===== config.mk =====
export PLATFORM = sky130hd
export DESIGN_NAME = dmem_lsu
export DESIGN_NICKNAME = d
export VERILOG_FILES = /design/src/rtl/lsu_pkg.sv /design/src/rtl/lsu_align.sv /design/src/rtl/dmem_lsu.sv
export SDC_FILE = /design/constraint.sdc
export NUM_CORES = 1
export LEC_CHECK = 0
export ABC_CLOCK_PERIOD_IN_PS = 3400
export BUFFER_PORTS_ARGS = -buffer_cell sky130_fd_sc_hd__buf_2
export CORE_MARGIN = 2
export CORE_UTILIZATION = 44
export CTS_CLUSTER_DIAMETER = 120
export CTS_CLUSTER_SIZE = 30
export DETAILED_ROUTE_END_ITERATION = 12
export GPL_TIMING_DRIVEN = 0
export PLACE_DENSITY = 0.75
export SLEW_MARGIN = 5
export SYNTH_ARGS = -nofsm -noshare
export SYNTH_HDL_FRONTEND = slang
export SYNTH_SLANG_ARGS = --single-unit

===== constraint.sdc =====
create_clock -name clk -period 3.4 [get_ports clk]
set_input_delay 0.34 -clock clk [delete_from_list [all_inputs] [get_ports clk]]
set_output_delay 0.34 -clock clk [all_outputs]
set_load 0.005 [all_outputs]

===== src/rtl/lsu_pkg.sv =====
// lsu_pkg: RV32I load/store funct3 encodings and the LSU state type.
package lsu_pkg;
  localparam logic [2:0] F3_B  = 3'd0;
  localparam logic [2:0] F3_H  = 3'd1;
  localparam logic [2:0] F3_W  = 3'd2;
  localparam logic [2:0] F3_BU = 3'd4;
  localparam logic [2:0] F3_HU = 3'd5;
  typedef enum logic [2:0] {IDLE, RD, CAP, WR, RESP} state_t;
endpackage


===== src/rtl/lsu_align.sv =====
// lsu_align: lane select/extension of a read word for loads and byte/half merge for sub-word stores.
// Ports: word (read word), offset (byte offset), funct3, wdata (store data) -> load (extended value), merged (store word).
module lsu_align
  import lsu_pkg::*;
(
  input  logic [31:0] word,
  input  logic [1:0]  offset,
  input  logic [2:0]  funct3,
  input  logic [31:0] wdata,
  output logic [31:0] load,
  output logic [31:0] merged
);
  logic [4:0]  sh;
  logic [7:0]  b;
  logic [15:0] h;
  logic [31:0] mask;
  always_comb begin
    sh     = {offset, 3'b000};
    b      = 8'(word >> sh);
    h      = offset[1] ? word[31:16] : word[15:0];
    load   = funct3 == F3_B  ? {{24{b[7]}}, b} :
             funct3 == F3_BU ? {24'b0, b} :
             funct3 == F3_H  ? {{16{h[15]}}, h} :
             funct3 == F3_HU ? {16'b0, h} : word;
    // an aligned half has offset 0 or 2, so shifting wdata by offset*8 lands it in the right lane
    mask   = funct3 == F3_H ? 32'hFFFF << {offset[1], 4'b0} : 32'hFF << sh;
    merged = (word & ~mask) | ((wdata << sh) & mask);
  end
endmodule


===== src/rtl/dmem_lsu.sv =====
// dmem_lsu: byte-addressed RV32I load/store unit driving a word-wide dmem without byte enables.
// Ports: req_* (request handshake/payload), resp_* (one-cycle response), mem_* (dmem read/write side).
module dmem_lsu
  import lsu_pkg::*;
#(
  parameter int MEM_WORDS = 256
) (
  input  logic        clk,
  input  logic        rst,
  input  logic        req_valid,
  output logic        req_ready,
  input  logic        req_we,
  input  logic [2:0]  req_funct3,
  input  logic [31:0] req_addr,
  input  logic [31:0] req_wdata,
  output logic        resp_valid,
  output logic [31:0] resp_rdata,
  output logic        resp_err,
  output logic [31:0] mem_r_addr,
  output logic [31:0] mem_w_addr,
  output logic        mem_read,
  output logic        mem_write,
  output logic [31:0] mem_data_in,
  input  logic [31:0] mem_data_out
);
  state_t      state, nxt;
  logic [29:0] idx;
  logic [1:0]  off;
  logic [2:0]  f3;
  logic        we;
  logic [31:0] wd, ld, st;
  logic        fire, bad;
  lsu_align u_align (
    .word(mem_data_out), .offset(off), .funct3(f3), .wdata(wd), .load(ld), .merged(st)
  );
  assign req_ready  = state == IDLE;
  assign resp_valid = state == RESP;
  assign mem_read   = state == RD;
  assign mem_write  = state == WR;
  assign mem_r_addr = {2'b00, idx};
  assign mem_w_addr = {2'b00, idx};
  assign fire       = req_valid && req_ready;
  always_comb begin
    bad = (req_funct3[1:0] == 2'd1 && req_addr[0]) ||
          (req_funct3[1:0] == 2'd2 && req_addr[1:0] != 2'd0) ||
          (req_we ? req_funct3 > F3_W : (req_funct3 == 3'd3 || req_funct3[2:1] == 2'b11)) ||
          {2'b00, req_addr[31:2]} >= 32'(MEM_WORDS);
    nxt = state == IDLE ? (fire ? (bad ? RESP : (req_we && req_funct3 == F3_W) ? WR : RD) : IDLE) :
          state == RD   ? CAP :
          state == CAP  ? (we ? WR : RESP) :
          state == WR   ? RESP : IDLE;
  end
  always_ff @(posedge clk or posedge rst) begin
    if (rst) begin
      state       <= IDLE;
      idx         <= '0;
      off         <= '0;
      f3          <= '0;
      we          <= 1'b0;
      wd          <= '0;
      mem_data_in <= '0;
      resp_rdata  <= '0;
      resp_err    <= 1'b0;
    end else begin
      state <= nxt;
      if (fire) begin
        idx <= req_addr[31:2];
        off <= req_addr[1:0];
        f3  <= req_funct3;
        we  <= req_we;
        wd  <= req_wdata;
        if (bad) begin
          resp_rdata <= '0;
          resp_err   <= 1'b1;
        end else if (req_we && req_funct3 == F3_W) mem_data_in <= req_wdata;
      end
      if (state == CAP) begin
        if (we) mem_data_in <= st;
        else begin
          resp_rdata <= ld;
          resp_err   <= 1'b0;
        end
      end
      if (state == WR) begin
        resp_rdata <= '0;
        resp_err   <= 1'b0;
      end
    end
  end
endmodule


* After elaboration in Yosys (flattened, before gate mapping) *
Index checks and enable logic that the tools add are counted.

word-level totals
  register bits = 136
  input port bits = 103
  logic and storage cells = 72

cells by class
  order comparisons = 2
  equal/unequal tests = 12
  shifts and indexed selects = 4
  mux-type cells = 30
  bitwise gates (word level) = 4
  reduce and logical (&&, ||, !) cells = 11

operator list
  kind                                                            count
  2-to-1 mux 32 bit                                               15
  bitwise AND 32 bit                                              2
  inverter 32 bit                                                 1
  OR 32 bit                                                       1
  left shift 16 x 5 -> 32 bit (first input constant)              1
  left shift 32 x 5 -> 32 bit                                     1
  left shift 8 x 5 -> 32 bit (first input constant)               1
  >> shifter 32 x 5 -> 8 bit                                      1
  >= comparator 30 x 9 -> 1 bit (second input constant)           1
  2-to-1 mux 3 bit                                                7
  2-to-1 mux 16 bit                                               1
  == test 3 x 2 -> 1 bit (second input constant)                  4
  == test 3 bit (second input constant)                           3
  == test 3 x 1 -> 1 bit (second input constant)                  2
  logical NOT 3 bit                                               2
  2-to-1 mux 1 bit                                                6
  == test 2 bit (second input constant)                           2
  logical AND 1 bit                                               4
  logical OR 1 bit                                                4
  greater-than comparator 3 x 2 -> 1 bit (second input constant)  1
  == test 2 x 1 -> 1 bit (second input constant)                  1
  2-to-1 mux 2 bit                                                1
  nonzero test 2 bit                                              1

* Logic depth before layout (Yosys ltp) *
Gate-level depths: netlist (run 1).

  word-level depth = 10
  depth in mapped cells = 8

* By module *
A second synthesis (run 1) with hierarchy kept.

unflattened totals
  cells, all modules = 654
  area, all modules = 7295.7 um^2

by module, submodules not included
  module     times used  cells an instance  area an instance (um^2)  seq. area each (um^2)
  dmem_lsu   1           466                5988.2                   3403.3
  lsu_align  1           188                1307.5                   0.0

* Least setup slack after synthesis (run 1) *
OpenSTA, ideal clock, no wires.

  kind = reg-to-reg
  start = register state[0]
  end = register mem_data_in[21]
  arrival time = 1.922 ns
  path slack = 1.352 ns
  cell stages (with the launch flop) = 9
  cells stage by stage = dfrtp_1 > clkbuf_1 > nor4b_2 > nand4_1 > nor4_4 > a31oi_1 > buf_2 > buf_6 > a221o_1

between the ends
  word-level cells in the longest chain between the ends = 5

ends and longest elaborated chain
  what                    RTL line        source
  from (decl)             dmem_lsu.sv:26  state_t state, nxt;
  from (signal assigned)  dmem_lsu.sv:65  state <= nxt;
  logical NOT 3 bit       dmem_lsu.sv:36  assign req_ready = state == IDLE;
  logical AND 1 bit       dmem_lsu.sv:42  assign fire = req_valid && req_ready;
  2-to-1 mux 32 bit       dmem_lsu.sv:66  if (fire) begin
  2-to-1 mux 32 bit       dmem_lsu.sv:78  if (we) mem_data_in <= st;
  2-to-1 mux 32 bit (*)   dmem_lsu.sv:77  if (state == CAP) begin
  to (signal assigned)    dmem_lsu.sv:75  end else if (req_we && req_funct3 == F3_W) mem_data_in <= req_wdata;
  to (signal assigned)    dmem_lsu.sv:78
  to (decl)               dmem_lsu.sv:23  output logic [31:0] mem_data_in,

Mark *: on every way between the ends. The rest lies on a longest branch, timed or not.
A chain may end at the register's enable or synchronous reset.

* Worst setup path after layout (run 1) *
  start = register state[0]
  end = register mem_data_in[22]

The elaborated chain is that of the path after synthesis.

==> results.txt, run 1 <==
Leakage power = 4.19 nW
Area post-placement = 0.00760 mm²
Yosys cell types = 46
GRT Overall Usage = 29.0%
GRT overflow = 0
Async S/R FF share, synth = 100%
CTS tree = yes
Share of Yosys cell area claimed by the top area cell type = 48.9%
RR Startpoint = state[0]
Slew Viols, Final = 0
Worst path arrival time = 2.85 ns
Core area = 0.0138 mm²
Top cells by area, synth = dfrtp_1 (49%), nand2_1 (11%), a221o_1 (4.7%)
PD cells = 521 mW/mm²
Crit-path max FO = 10
Commonest cells in the synthesized netlist = nand2_1 (179), dfrtp_1 (120), nor2_1 (53)
# setup viols final = 0
Period utilization = 75.0%
Relative slew margins = 30.2%
Syn avg cell area = 8.88 µm²
Post-DP HPWL = 16300 µm
Most used standard cell by instance count after synthesis = nand2_1
RSZ-0062 raised after global routing = no
Status = finished clean
DR DRC count = 0
Largest net degree at the start of global routing = 42
Die ar. = 0.0149 mm²
Final number of hold-violating endpoints = 0
Yosys warnings = 0
Post-route cell area = 0.00824 mm²
Maximum clock insertion buffer count = 2
FF-to-FF path depth = 8
Wire length per cell = 18.6 µm
DR vias = 6323
Post-synth top flop = dfrtp_1
Initial core utilization = 44.6%
Post-CTS sizing = 0
Ports = 236
Mapped Area = 0.00614 mm²
Hold Path Stages = 3
Synth-to-Final Area Change = 34.1%
Vias/cell = 5.53
Worst path required time = 3.70 ns
Startpoint Class = flop
Slowest cell delay on critical path = 0.54 ns
Vias in the first global route = 5879
CTS Root Cell = clkbuf_16
Pre-Repair DR Iteration Count = 7
Clock Pin Slew Worst Setup and Hold Paths = 0.06 ns
Setup Skew = 0.0107 ns
Peak supply drop = 388 µV
Least-Margin Pin Slew = 1.04 ns
DIE WIDTH = 122 µm
Sequential element share of the synthesized area = 48.9%
Worst hold-check path type = input pin to flop
Min-Delay Startpoint = req_addr[23]
Share of cells above drive strength 1 = 33.2%
Row Count = 43
Crit-path cells = clkbuf_1, nor4b_2, nand4_1, nor4_4, a31oi_1, buf_2, buf_6, a221o_1
#FFs+latches synth = 120
Max_cap viols = 0
Worst setup path start = state[0]
Post-route ant nets = 0
EDFF count, synth = 0
CTS Buf Count = 17
Critical path class = flop to flop
Slowest cell on crit path = nor4_4
Syn Inst Count = 692
Clock sinks = 120
Setup crit end kind = flop
Initial antenna violation count = 4
Fin nets = 1052
Htree depth = 4
Detailed Route WL = 21300 µm
# port buffers = 231
Global-route wire length before repair = 32200 µm
Max Clk Rate = 392 MHz
Yosys top cell by area = dfrtp_1
RD Place Congestion = 0.928
Tmin final = 2.55 ns
Chip Height = 122 µm
Worst skew pair latency = 0.42 ns
Setup_tns = 0 ns
Initial DRC count = 557
## logic make-up (layout without fill, tap and decap cells)
family | after synthesis | in the layout | share of synthesized area (%)
and+or+nand+nor | 309 | 309 | 22.1
AOI/OAI and AO/OA | 146 | 146 | 17.3
DFF | 120 | 120 | 48.9
buffers and inverters | 98 | 365 | 8.31
muxes | 18 | 18 | 3.44
other | 1 | 6 | 0.0610
## worst max-delay path, delay by kind of cell (launching register included)
family / cells / cell delay (ns)
compound gates: 2 / 0.44
buf+inv: 3 / 0.60
flops: 1 / 0.35
simple gates: 3 / 1.04
## area by class of cell
type,count,area [µm²]
Tap cell,180,225
Clock buffer,25,485
Antenna cell,2,5.00
Buffer,84,458
Sequential cell,120,3000
Inverter,14,56.3
Timing Repair Buffer,235,1230
Multi-Input combinational cell,477,2640
Fill cell,1272,5530
Clock inverter,7,140
## placed cells by master (no fill, tap or decap), drive strengths merged, types with 5 or more instances in the layout
cell type    n
buf        278
nand2      179
dfrtp      120
clkbuf      65
nor2        53
a21oi       34
a221o       29
nor3        26
a211oi      15
o22ai       15
nand2b      13
nor4        13
inv         12
o21ai       12
o21a        11
mux2i       11
nand3       11
a22oi        8
a221oi       7
a31o         5
mux2         5
## repair_timing
item / in CTS / in global routing
buffers inserted: 0 / 0
hold buffers: 1 / 0
hold endpoints to repair: 15 / 0
## path summary, 6_finish.rpt
path,slack [ns],end
setup / recovery,0.85,mem_data_in[22]
hold / removal,0.13,idx[21]
setup reg to reg,0.85,mem_data_in[22]
hold reg to reg,0.49,wd[15]
max in group asynchronous,2.33,resp_rdata[7]
min in group asynchronous,0.51,mem_data_in[3]
## power by group
part	switching, mW	internal, mW	leakage, nW	total [mW]
clock network	0.646	1.28	0.298	1.93
registers	0.0906	1.52	1.49	1.61
logic	0.428	0.323	2.40	0.751
total	1.16	3.13	4.19	4.29
## sequential cells by signal, summed over array words and instances (netlist names)
| name | cells |
|---|---|
| mem_data_in | 32 |
| idx | 30 |
| state | 3 |
| off | 2 |
| wd | 16 |
| resp_err | 1 |
| resp_rdata | 32 |
| we | 1 |
| f3 | 3 |
## metrics by stage
step	hold slack (ns)	instances	util (%)	total power, mW	worst slack (ns)
6_report	0.133	1144	59.8	4.29	0.851
4_1_cts	0.117	1142	59.8	4.30	0.827
3_3_place_gp	0.465	1106	54.7	2.35	0.598
2_1_floorplan	0.445	695	-	2.04	1.35
3_5_place_dp	0.396	1109	55.2	2.37	0.534
5_1_grt	0.129	1144	59.8	4.47	0.609
## layer usage
metal	vias to the layer above	track usage, %	wire (µm)
met5	-	0	28
met3	62	7.72	2100
met2	371	46.7	9910
li1	2903	-	-
met1	2983	37.4	8570
met4	4	10.9	702
Note: power is estimated with default switching activity, not from simulation.
==> run 2, diff against run 1 <==
--- a/config.mk
+++ b/config.mk
@@ -5,7 +5,7 @@
 export SDC_FILE = /design/constraint.sdc
 export NUM_CORES = 1
 export LEC_CHECK = 0
-export ABC_CLOCK_PERIOD_IN_PS = 3400
+export ABC_CLOCK_PERIOD_IN_PS = 2100
 export BUFFER_PORTS_ARGS = -buffer_cell sky130_fd_sc_hd__buf_2
 export CORE_MARGIN = 2
 export CORE_UTILIZATION = 44
==> constraint.sdc (replaced) <==
create_clock -name clk -period 2.1 [get_ports clk]
set_input_delay 0.21 -clock clk [delete_from_list [all_inputs] [get_ports clk]]
set_output_delay 0.21 -clock clk [all_outputs]
set_load 0.005 [all_outputs]
==> results.txt, run 2 (synthesis results as in run 1) <==
Hold Slack = 0.00996 ns
GRT overflow = 0
Clock power frac = 44.8%
Status = finished clean
Max Clk Rate = 502 MHz
# port buffers = 231
Vias in the first global route = 5979
Worst setup path start = state[0]
Tmin final = 1.99 ns
Maximum clock insertion buffer count = 2
Biggest regs = mem_data_in (32), resp_rdata (32), idx (30)
Fillers = 1225
Core area = 0.0138 mm²
Setup Skew = 0.00750 ns
Post-route ant nets = 0
CTS tree = yes
Seq pwr share = 37.5%
Max_cap viols = 0
Chip Height = 122 µm
Slowest cell on crit path = dfrtp_2
Finished Layout Cells = 1166
Relative slew margins = 60.3%
Comb pwr share = 17.8%
DR vias = 6457
DR DRC count = 0
Share of cells above drive strength 1 = 36.1%
Area post-placement = 0.00760 mm²
Post-DP HPWL = 16300 µm
Initial DRC count = 677
Buf/Inv on CP = 3
Final number of hold-violating endpoints = 0
Worst path required time = 2.39 ns
Pre-Repair DR Iteration Count = 5
Startpoint Class = flop
Detailed Route WL = 21900 µm
Peak supply drop = 653 µV
RR Startpoint = state[0]
Most frequent cells in the layout = buf_2 (233), nand2_1 (179), dfrtp_1 (117)
Initial core utilization = 44.6%
Leakage power = 4.37 nW
Slowest cell delay on critical path = 0.45 ns
Clock sinks = 120
Least-Margin Pin Slew = 0.589 ns
Worst hold-check path type = input pin to flop
Ports = 236
Setup crit end kind = flop
Vias/cell = 5.54
Slew Viols, Final = 0
Crit-path max FO = 10
RD Place Congestion = 0.928
GRT Overall Usage = 29.4%
Synth-to-Final Area Change = 39.5%
Most common cell after layout, fill and taps aside = buf_2
Fin nets = 1074
CTS Root Cell = clkbuf_16
Initial antenna violation count = 4
RSZ-0062 raised after global routing = yes
Die ar. = 0.0149 mm²
Worst path arrival time = 2.29 ns
Htree depth = 4
Cell-internal power = 5.10 mW
Crit-path cells = buf_4, buf_4, nor3_1, nand2_1, o21ai_1, clkbuf_2, nor3_1
Wire length per cell = 18.7 µm
Global-route wire length before repair = 32700 µm
Clock Pin Slew Worst Setup and Hold Paths = 0.06 ns
Worst skew pair latency = 0.42 ns
Min-Delay Startpoint = req_wdata[9]
Placed Cells = 1109
Largest net degree at the start of global routing = 42
Row Count = 43
Period utilization = 94.9%
DIE WIDTH = 122 µm
Sw frac = 27.3%
Critical path class = flop to flop
Psw = 1.91 mW
PD cells = 818 mW/mm²
Post-route cell area = 0.00857 mm²
# setup viols final = 0
Total power = 7.01 mW
CTS Buf Count = 17
Family with the most delay on the worst path = buffers and inverters
==> run 2: cell types whose count changed in the layout (fill, tap and decap cells not counted), sizes merged <==
cell,change
clkbuf,-2
dlygate4sd3,+16
buf,+8
==> run 2: cell type report <==
cell class | instances | area (µm²) | share of cell area [%]
multi-input cells | 477 | 2690 | 31.3
plain buffers | 79 | 484 | 5.65
inverters | 14 | 57.6 | 0.672
repair buffers | 262 | 1480 | 17.3
well taps | 180 | 225 | 2.63
clock buffers | 25 | 485 | 5.66
diodes | 2 | 5.00 | 0.0584
flip-flops and latches | 120 | 3010 | 35.1
clock inverters | 7 | 140 | 1.64
==> run 2: power by group through the flow <==
| stage | clock (mW) | combinational, mW | sequential (mW) |
|---|---|---|---|
| after CTS | 3.15 | 1.23 | 2.62 |
| after detailed placement | 0 | 1.20 | 2.64 |
| after global placement | 0 | 1.16 | 2.64 |
| final | 3.14 | 1.24 | 2.63 |
| after floorplan | 0 | 0.698 | 2.61 |
| after global routing | 3.29 | 1.36 | 2.64 |
==> run 2: per-stage QoR <==
| stage | worst slack (ns) | setup TNS, ns | utilization (%) |
|---|---|---|---|
| 6_report | 0.107 | 0 | 62.2 |
| 5_1_grt | -0.0198 | -0.0284 | 62.2 |
| 3_3_place_gp | -0.572 | -79.06 | 54.7 |
| 4_1_cts | -0.0120 | -0.0418 | 61.8 |
| 3_5_place_dp | -0.636 | -34.85 | 55.2 |
| 2_1_floorplan | 0.0516 | 0 | - |
==> run 2: worst paths after layout <==
| kind | endpoint | slack (ns) | cells after the start |
|---|---|---|---|
| min reg2reg | wd[15] | 0.49 | 2 |
| min in group asynchronous | wd[3] | 0.39 | 3 |
| max reg2reg | resp_rdata[11] | 0.11 | 7 |
| max in group asynchronous | resp_rdata[7] | 1.16 | 4 |
| min | wd[9] | 0.01 | 3 |
| max | resp_rdata[11] | 0.11 | 7 |
==> run 2: timing repair <==
action | CTS | global route
endpoints found under the setup margin | 68 | 71
hold buffers | 17 | 0
resized for setup | 25 | 20
endpoints found under the hold margin | 31 | 0
buffers inserted | 5 | 6
pin swaps | 3 | 1
==> run 2: per-layer routing <==
layer  up-vias  wire length, µm  GRT usage [%]
met5         -               21              0
met3        63             2190           7.96
met4         4              671           10.8
met1      3044             8670           37.6
li1       2950                -              -
met2       396            10300           47.8
==> run 2: tightest hold or removal path: cells and delay by family <==
kind          cells  cell delay (ns)
buf+inv           1             0.09
simple gates      2             0.09
==> run 3, diff against run 2 <==
--- a/config.mk
+++ b/config.mk
@@ -5,15 +5,15 @@
 export SDC_FILE = /design/constraint.sdc
 export NUM_CORES = 1
 export LEC_CHECK = 0
-export ABC_CLOCK_PERIOD_IN_PS = 2100
+export ABC_CLOCK_PERIOD_IN_PS = 2360
 export BUFFER_PORTS_ARGS = -buffer_cell sky130_fd_sc_hd__buf_2
 export CORE_MARGIN = 2
-export CORE_UTILIZATION = 44
+export CORE_UTILIZATION = 45
 export CTS_CLUSTER_DIAMETER = 120
 export CTS_CLUSTER_SIZE = 30
 export DETAILED_ROUTE_END_ITERATION = 12
 export GPL_TIMING_DRIVEN = 0
-export PLACE_DENSITY = 0.75
+export PLACE_DENSITY = 0.73
 export SLEW_MARGIN = 5
 export SYNTH_ARGS = -nofsm -noshare
 export SYNTH_HDL_FRONTEND = slang
==> constraint.sdc (replaced) <==
create_clock -name clk -period 2.36 [get_ports clk]
set_input_delay 0.236 -clock clk [delete_from_list [all_inputs] [get_ports clk]]
set_output_delay 0.236 -clock clk [all_outputs]
set_load 0.005 [all_outputs]
==> results.txt, run 3 (synthesis results as in run 1) <==
Status = finished clean
Util after Layout = 62.1%
Ports = 236
Critical path class = flop to flop
Met3 capacity usage during global routing = 6.18%
Chip Height = 121 µm
Hold Slack = 0.0227 ns
Setup crit end kind = flop
Vias/cell = 5.60
FF-to-FF path depth = 6
Slew Viols, Final = 0
Clock Pin Slew Worst Setup and Hold Paths = 0.06 ns
Row Count = 42
Crit-path max FO = 10
Placed Cells = 1105
Worst path required time = 2.63 ns
Worst hold-check path type = input pin to flop
Flop2flop setup slack = 0.14 ns
Vias in the first global route = 5879
Worst path arrival time = 2.50 ns
DIE WIDTH = 121 µm
# setup viols final = 0
DR vias = 6362
Clock sinks = 120
Least-Margin Pin Slew = 0.715 ns
Max_cap viols = 0
Fin nets = 1053
GRT Overall Usage = 28.4%
Post-DP HPWL = 15900 µm
Most frequent cells in the layout = buf_2 (236), nand2_1 (179), dfrtp_1 (120)
DR DRC count = 0
Share of cells above drive strength 1 = 34.2%
Tmin final = 2.22 ns
Final worst slack = 0.135 ns
Core area = 0.0133 mm²
Synth-to-Final Area Change = 34.3%
Setup Skew = 0.0105 ns
Peak supply drop = 505 µV
CTS Buf Count = 17
Leakage power = 4.20 nW
Pre-Repair DR Iteration Count = 6
RD Place Congestion = 0.962
# port buffers = 231
Met2 Use GR = 45.4%
Worst skew pair latency = 0.42 ns
Detailed Route WL = 20800 µm
Met1 global-route usage = 37.5%
Initial core utilization = 46.2%
GRT Max-Usage Layer = met2
Setup_tns = 0 ns
Relative slew margins = 52.1%
Hold Path Stages = 3
Wire length per cell = 18.3 µm
Most common cell after layout, fill and taps aside = buf_2
PD cells = 733 mW/mm²
Biggest regs = mem_data_in (32), resp_rdata (32), idx (30)
CTS Root Cell = clkbuf_16
Startpoint Class = flop
Initial DRC count = 507
Period utilization = 94.3%
Htree depth = 4
Final number of hold-violating endpoints = 0
Initial antenna violation count = 0
Maximum clock insertion buffer count = 2
Global-route wire length before repair = 31300 µm
CTS tree = yes
Largest net degree at the start of global routing = 42
Post-route ant nets = 0
Worst slack at placement = -0.428 ns
Max Clk Rate = 449 MHz
GRT overflow = 0
Diodes inserted = 0
Die ar. = 0.0146 mm²
Finished Layout Cells = 1136
-- run 3: cell type report --
cell class                 count  area (µm²)
buffer                        83         460
sequential                   120        3000
multi-input combinational    477        2680
clock inverter                 8         123
fill                        1150        5040
inverter                      14        56.3
tap                          176         220
timing repair buffer         237        1240
clock buffer                  21         470
-- run 3: worst paths after layout --
path | end | start
min in group asynchronous | mem_data_in[2] | rst
worst max-delay path | resp_rdata[13] | state[2]
worst min register to register | wd[15] | wd[15]
max in group asynchronous | resp_rdata[15] | rst
worst min-delay path | idx[18] | req_addr[20]
worst max register to register | resp_rdata[13] | state[2]
-- run 3: power breakdown --
group	total (mW)	leakage (nW)	switching (mW)	internal, mW
logic	1.08	2.42	0.610	0.468
registers	2.32	1.49	0.128	2.19
clock network	2.65	0.283	0.930	1.72
total	6.05	4.20	1.67	4.38
-- run 3: what timing repair did --
| item | CTS | global route |
|---|---|---|
| hold buffers | 1 | 0 |
| endpoints found under the setup margin | 32 | 52 |
| resized for setup | 0 | 11 |
| buffers inserted | 2 | 0 |
| pin swaps | 1 | 3 |
| hold endpoints to repair | 10 | 0 |
-- run 3: through the flow --
stage | area, µm² | power [mW]
6_report | 8250 | 6.05
5_1_grt | 8250 | 6.28
4_1_cts | 8210 | 6.03
3_5_place_dp | 7590 | 3.41
3_3_place_gp | 7530 | 3.38
2_1_floorplan | 6160 | 2.94
-- run 3: per-layer routing --
metal | part of all wire (%) | routed length, µm | vias up
met1 | 41 | 8530 | 3031
met5 | 0 | 0 | -
met2 | 46 | 9630 | 371
li1 | - | - | 2906
met3 | 9.4 | 1960 | 54
met4 | 3.3 | 687 | 0
-- run 3: critical path, cell delays in order, from the launching register on --
cell and delay (ns):
dfrtp_1 0.36, buf_2 0.18, nor3_1 0.30, nand2_1 0.13, o21ai_0 0.49, clkbuf_1 0.49
nor3_1 0.13
